===== src/rtl/feature_window_mac_if.sv =====
// feature_window_mac_if: beat/data/result bundle between the feature-memory
// side (master) and the window MAC (slave). Signal names follow the original
// flat port list so existing connections map one-to-one.
interface feature_window_mac_if #(
  parameter int DATA_WIDTH   = 16,
  parameter int WEIGHT_WIDTH = 16,
  parameter int ACC_WIDTH    = 40
);
  logic                    enable;
  logic [DATA_WIDTH-1:0]   dina;
  logic [DATA_WIDTH-1:0]   dinb;
  logic [WEIGHT_WIDTH-1:0] wa;
  logic [WEIGHT_WIDTH-1:0] wb;
  logic [ACC_WIDTH-1:0]    bias;
  logic [ACC_WIDTH-1:0]    dout;
  logic                    dout_valid;
  logic                    done;

  modport master (
    output enable, dina, dinb, wa, wb, bias,
    input  dout, dout_valid, done
  );

  modport slave (
    input  enable, dina, dinb, wa, wb, bias,
    output dout, dout_valid, done
  );
endinterface


===== src/rtl/feature_window_mac.sv =====
// feature_window_mac: multiply-accumulate over one KxK window across all input
// maps, two pixels per beat, emitting one biased result per window.
// Optional build macro FEATURE_WINDOW_MAC_RELU_EN clamps negative results to 0.
module feature_window_mac #(
  parameter int DATA_WIDTH    = 16,
  parameter int WEIGHT_WIDTH  = 16,
  parameter int ACC_WIDTH     = 40,
  parameter int KERNEL_WIDTH  = 5,
  parameter int IN_MAPS       = 4,
  parameter int READ_LATENCY  = 2,
  parameter int TOTAL_WINDOWS = 576
) (
  input  logic                 clk,
  input  logic                 reset,
  feature_window_mac_if.slave  bus
);

  localparam int unsigned KK     = KERNEL_WIDTH * KERNEL_WIDTH;
  localparam int unsigned PAIRS  = (KK + 1) / 2;
  localparam bit          ODD_KK = (KK % 2) == 1;
  localparam int unsigned BEAT_W = (PAIRS > 1) ? $clog2(PAIRS) : 1;
  localparam int unsigned MAP_W  = (IN_MAPS > 1) ? $clog2(IN_MAPS) : 1;
  localparam int unsigned WIN_W  = (TOTAL_WINDOWS > 1) ? $clog2(TOTAL_WINDOWS) : 1;
  localparam int unsigned PROD_W = DATA_WIDTH + WEIGHT_WIDTH;

  typedef enum logic {S_RUN, S_DONE} state_t;
  state_t state_q;

  logic [READ_LATENCY-1:0] vpipe_q;
  logic                    dv;

  logic [BEAT_W-1:0] beat_q, beat_d;
  logic [MAP_W-1:0]  map_q, map_d;
  logic [WIN_W-1:0]  win_q, win_d;
  logic beat_wrap, map_wrap, win_wrap;
  logic tag_first, tag_last, tag_odd_last, tag_final;

  logic signed [PROD_W-1:0]    prod_a, prod_b;
  logic signed [ACC_WIDTH-1:0] pa_d, pb_d;
  logic signed [ACC_WIDTH-1:0] pa_q, pb_q;
  logic s1_v_q, s1_first_q, s1_last_q, s1_final_q;

  logic signed [ACC_WIDTH-1:0] acc_q;
  logic s2_last_q, s2_final_q;

  logic signed [ACC_WIDTH-1:0] sum_w, res_d;
  logic [ACC_WIDTH-1:0]        dout_q;
  logic                        dout_valid_q;

  assign dv = vpipe_q[READ_LATENCY-1];

  // Beat position tags, next counter values, stage-1 products and stage-3 result
  always_comb begin
    beat_wrap    = (beat_q == BEAT_W'(PAIRS - 1));
    map_wrap     = (map_q == MAP_W'(IN_MAPS - 1));
    win_wrap     = (win_q == WIN_W'(TOTAL_WINDOWS - 1));
    tag_first    = (beat_q == '0) && (map_q == '0);
    tag_last     = beat_wrap && map_wrap;
    tag_odd_last = ODD_KK && beat_wrap;
    tag_final    = tag_last && win_wrap;

    beat_d = beat_wrap ? '0 : beat_q + 1'b1;
    map_d  = map_q;
    if (beat_wrap) map_d = map_wrap ? '0 : map_q + 1'b1;
    win_d  = win_q;
    if (tag_last) win_d = win_wrap ? '0 : win_q + 1'b1;

    prod_a = $signed(bus.dina) * $signed(bus.wa);
    prod_b = $signed(bus.dinb) * $signed(bus.wb);
    pa_d   = ACC_WIDTH'(prod_a);
    pb_d   = tag_odd_last ? '0 : ACC_WIDTH'(prod_b);

    sum_w = acc_q + $signed(bus.bias);
`ifdef FEATURE_WINDOW_MAC_RELU_EN
    res_d = sum_w[ACC_WIDTH-1] ? '0 : sum_w;
`else
    res_d = sum_w;
`endif
  end

  // Delay accepted beats to their data-return edge and step beat/map/window counters
  always_ff @(posedge clk or posedge reset) begin
    if (reset) begin
      vpipe_q <= '0;
      beat_q  <= '0;
      map_q   <= '0;
      win_q   <= '0;
    end else begin
      vpipe_q[0] <= bus.enable && (state_q == S_RUN);
      for (int unsigned i = 1; i < READ_LATENCY; i++) vpipe_q[i] <= vpipe_q[i-1];
      if (dv) begin
        beat_q <= beat_d;
        map_q  <= map_d;
        win_q  <= win_d;
      end
    end
  end

  // Stage 1: register both products with the beat's position tags
  always_ff @(posedge clk or posedge reset) begin
    if (reset) begin
      pa_q       <= '0;
      pb_q       <= '0;
      s1_v_q     <= 1'b0;
      s1_first_q <= 1'b0;
      s1_last_q  <= 1'b0;
      s1_final_q <= 1'b0;
    end else begin
      s1_v_q <= dv;
      if (dv) begin
        pa_q       <= pa_d;
        pb_q       <= pb_d;
        s1_first_q <= tag_first;
        s1_last_q  <= tag_last;
        s1_final_q <= tag_final;
      end
    end
  end

  // Stage 2: accumulate, restarting on the first beat of a window
  always_ff @(posedge clk or posedge reset) begin
    if (reset) begin
      acc_q      <= '0;
      s2_last_q  <= 1'b0;
      s2_final_q <= 1'b0;
    end else begin
      if (s1_v_q) acc_q <= (s1_first_q ? '0 : acc_q) + pa_q + pb_q;
      s2_last_q  <= s1_v_q && s1_last_q;
      s2_final_q <= s1_v_q && s1_final_q;
    end
  end

  // Stage 3 and RUN/DONE: form the biased result and latch completion
  always_ff @(posedge clk or posedge reset) begin
    if (reset) begin
      dout_q       <= '0;
      dout_valid_q <= 1'b0;
      state_q      <= S_RUN;
    end else begin
      dout_valid_q <= s2_last_q;
      if (s2_last_q) dout_q <= res_d;
      if (s2_final_q) state_q <= S_DONE;
    end
  end

  assign bus.dout       = dout_q;
  assign bus.dout_valid = dout_valid_q;
  assign bus.done       = (state_q == S_DONE);

endmodule


===== src/flat_wrapper.sv =====
// flat-port wrapper written by rule: the top's interface ports become plain ports
module feature_window_mac_flat 
#(
  parameter int DATA_WIDTH    = 16,
  parameter int WEIGHT_WIDTH  = 16,
  parameter int ACC_WIDTH     = 40,
  parameter int KERNEL_WIDTH  = 5,
  parameter int IN_MAPS       = 4,
  parameter int READ_LATENCY  = 2,
  parameter int TOTAL_WINDOWS = 576
)
  (clk, reset, bus_enable, bus_dina, bus_dinb, bus_wa, bus_wb, bus_bias, bus_dout, bus_dout_valid, bus_done);
  feature_window_mac_if #(.DATA_WIDTH(DATA_WIDTH), .WEIGHT_WIDTH(WEIGHT_WIDTH), .ACC_WIDTH(ACC_WIDTH)) bus_i ();
  input  logic clk;
  input  logic reset;
  input wire logic [$bits(bus_i.enable)-1:0] bus_enable;
  input wire logic [$bits(bus_i.dina)-1:0] bus_dina;
  input wire logic [$bits(bus_i.dinb)-1:0] bus_dinb;
  input wire logic [$bits(bus_i.wa)-1:0] bus_wa;
  input wire logic [$bits(bus_i.wb)-1:0] bus_wb;
  input wire logic [$bits(bus_i.bias)-1:0] bus_bias;
  output wire logic [$bits(bus_i.dout)-1:0] bus_dout;
  output wire logic [$bits(bus_i.dout_valid)-1:0] bus_dout_valid;
  output wire logic [$bits(bus_i.done)-1:0] bus_done;
  assign bus_i.enable = bus_enable;
  assign bus_i.dina = bus_dina;
  assign bus_i.dinb = bus_dinb;
  assign bus_i.wa = bus_wa;
  assign bus_i.wb = bus_wb;
  assign bus_i.bias = bus_bias;
  assign bus_dout = bus_i.dout;
  assign bus_dout_valid = bus_i.dout_valid;
  assign bus_done = bus_i.done;
  feature_window_mac #(.DATA_WIDTH(DATA_WIDTH), .WEIGHT_WIDTH(WEIGHT_WIDTH), .ACC_WIDTH(ACC_WIDTH), .KERNEL_WIDTH(KERNEL_WIDTH), .IN_MAPS(IN_MAPS), .READ_LATENCY(READ_LATENCY), .TOTAL_WINDOWS(TOTAL_WINDOWS)) u_core (.clk(clk), .reset(reset), .bus(bus_i));
endmodule

===== config.mk =====
export PLATFORM = sky130hd
export DESIGN_NAME = feature_window_mac_flat
export DESIGN_NICKNAME = d
export VERILOG_FILES = /design/src/rtl/feature_window_mac_if.sv /design/src/rtl/feature_window_mac.sv /design/src/flat_wrapper.sv
export SDC_FILE = /design/constraint.sdc
export NUM_CORES = 2
export LEC_CHECK = 0
export ABC_AREA = 1
export CORE_MARGIN = 8
export CORE_UTILIZATION = 45
export DETAILED_ROUTE_END_ITERATION = 10
export GPL_TIMING_DRIVEN = 0
export PLACE_DENSITY = 0.7
export SYNTH_ARGS = -nofsm -noshare
export SYNTH_HDL_FRONTEND = slang
export SYNTH_SLANG_ARGS = --single-unit

===== constraint.sdc =====
create_clock -name clk -period 12.62 [get_ports clk]
set_input_delay 2.524 -clock clk [delete_from_list [all_inputs] [get_ports clk]]
set_output_delay 2.524 -clock clk [all_outputs]
set_load 0.02 [all_outputs]

==> out/results.ini <==
[sta]
post-route-min-period_ns = 8.78
finalClockSkew_ns = 0.0103
max_slew_margin = 0.451
setup_tns_ns = 0
grt_setup_unrepaired = no
finalHoldViolations = 0
setup_violations = 0
slew_violations = 0
min_period_over_period = 0.695
worst_slew_pin_slew_ns = 0.824
max_freq_mhz = 114

[die]
ios = 149
die_width_um = 295
dieHeight_um = 295
die_area_um2 = 87100
core_um2 = 77300
start_util = 0.453
core.rowCount = 102

[clock_network]
cts_tree = yes
cts.sinks = 170
holdBufCountCts = 0
cts_max_level = 4
cts_setup_buffers = 0
root_buffer = clkbuf_16
clk_pin_slew_ns = 0.07
clock_latency_ns = 0.47
post_cts_resized = 0
numCtsBuffers = 17
cts_buffer_depth = 2

[grt]
grt_antenna_before_repair = 0
grt_max_degree = 130
overflow = 0
grt_pass1_wl_um = 167000
grt_pass1_vias = 31442
globalRouteTotalUtil = 0.244

[layout]
num_antenna_cells = 0
area_growth_pct = 8.20
layout.nets = 5977
stdcell_count = 6110
n_fill_cell = 7897
layout-drive-gt1-share = 0.0249

[yosys]
synth.cell_area_um2 = 35100
synth_top_cell_area_share = 0.323
synth_edf_count = 0
syn_inst = 4941
synthesis.nets = 5860
yosysMostFrequentCell = nand2_1
yosys_warnings = 0
avgSynthCellArea_um2 = 7.09
synth_top_flop_cell = dfrtp_1
yosys.area.top_type = fa_1
synthTopCellsByArea = fa_1 (32%), nand2_1 (17%), inv_1 (13%), dfrtp_1 (12%), ha_1 (8.8%)
yosys_register_bits = 170
synth-seq-area-share = 0.121
synth_common_cells = nand2_1 (1565), inv_1 (1244), fa_1 (565)
synthArstFlopShare = 1.00
ys_types = 46

[critical_path]
crit_chain = clkdlybuf4s50_1 > clkbuf_1 > nand2_1 > fa_1 > inv_1 > fa_1 > fa_1 > inv_1 > fa_1 > fa_1 > fa_1 > inv_1 > ha_1 > inv_1 > nor3_1 > nand2_1 > nor3_1 > nand2_1 > nand3_1 > nand2_1 > nand3_1 > nand2_1
critical_path_class = input pin to flip-flop
startpoint_type = input pin
crit_arrival_ns = 9.12
path_common_cell = fa_1
cp.required_ns = 12.97
max_stage_delay_ns = 0.80
cp_max_fo = 10
cp_top_family = adder cells
crit_buf_inv = 6
crit_path_top_delay_cell = fa_1
critPathCaptureType = flip-flop

[flow_run]
cap_violations = 0

[place]
dp_hpwl_um = 90000
portBuffers = 97
gp_congestion = 1.01
dp_cells = 6079

[drt]
wire_per_inst_um = 17.0
drc = 0
viasPerCell = 5.04
antenna_left = 0
wl_um = 104000
dr_total_vias = 30817
drt_first_pass_iters = 6
drt_iter0_markers = 2312

[min_path]
holdCritPathClass = flip-flop to flip-flop

[outcome]
outcome = finished, final reports clean

-- area by class of cell --
type | instances | area [µm²] | share of cell area
buffer | 149 | 564 | 0.0149
clock buffer | 20 | 447 | 0.0118
clock inverter | 11 | 121 | 0.00320
inverter | 1258 | 4730 | 0.125
multi-input combinational | 3364 | 25500 | 0.673
sequential | 170 | 4250 | 0.112
tap | 1040 | 1300 | 0.0343
timing repair buffer | 98 | 998 | 0.0263
-- registers in the layout, indices dropped and copies added, names as in the netlist --
register               cells
u_core.pb_q               32
u_core.s2_last_q           1
u_core.bus.dout_valid      1
u_core.s1_last_q           1
u_core.acc_q              40
u_core.beat_q              4
u_core.map_q               2
u_core.bus.done            1
u_core.s1_final_q          1
u_core.s1_first_q          1
u_core.pa_q               32
u_core.win_q              10
u_core.s1_v_q              1
u_core.bus.dout           40
u_core.s2_final_q          1
u_core.vpipe_q             2
-- metal layers --
layer / routed length (µm) / global-route usage / up-vias / share of wire
met1: 42700 / 0.313 / 14870 / 0.41
met4: 4400 / 0.0998 / 0 / 0.042
met5: 0 / 0 / - / 0
met2: 49800 / 0.417 / 1035 / 0.48
met3: 7000 / 0.0303 / 239 / 0.067
li1: - / - / 14673 / -
-- cells in the final DEF (no fill, tap or decap), types with 18 or more instances in the layout --
master	netlist	final
nand2_1	1565	1565
inv_1	1244	1243
fa_1	565	565
nor2_1	284	284
ha_1	247	247
nand3_1	193	193
dfrtp_1	170	170
clkbuf_1	138	140
a21oi_1	124	124
clkdlybuf4s50_1	0	97
o21ai_0	91	91
nand4_1	42	42
xnor2_1	30	30
nand3b_1	28	28
xor2_1	19	19
nand2_2	18	18
o21ai_1	18	18
-- worst paths after layout --
path                                    from            endpoint  slack, ns  cells after the start
setup reg to reg           u_core.s1_first_q    u_core.acc_q[27]       8.20                     19
min in group asynchronous              reset  u_core.bus.dout[6]       2.43                      2
hold / removal             u_core.vpipe_q[0]   u_core.vpipe_q[1]       0.36                      0
setup / recovery                bus_dina[15]     u_core.pa_q[31]       3.84                     22
hold reg to reg            u_core.vpipe_q[0]   u_core.vpipe_q[1]       0.36                      0
max in group asynchronous              reset    u_core.beat_q[1]       9.27                      3
-- per-stage QoR --
step                utilization  hold slack [ns]  setup WS [ns]  instance area, µm²
floorplan                     -            0.331           4.86               35100
global placement          0.483            0.336           3.18               37300
detailed placement        0.483            0.340           3.34               37400
CTS                       0.490            0.365           3.82               37900
global route              0.490            0.378           3.52               37900
finish                    0.490            0.360           3.84               37900
-- logic make-up (layout without fill, tap and decap cells) --
group / after synthesis / count (layout) / share of synthesized area
AO/OA/AOI/OAI: 286 / 286 / 0.0455
XOR/XNOR: 49 / 49 / 0.0122
adder cells (fa/ha/maj): 812 / 812 / 0.411
buffers and inverters: 1407 / 1536 / 0.151
flip-flops: 170 / 170 / 0.121
AND/OR/NAND/NOR: 2217 / 2217 / 0.259
Power is left out: the tool's default activity adds up to more than one toggle a clock period on the data nets, which glitch-free logic cannot reach.
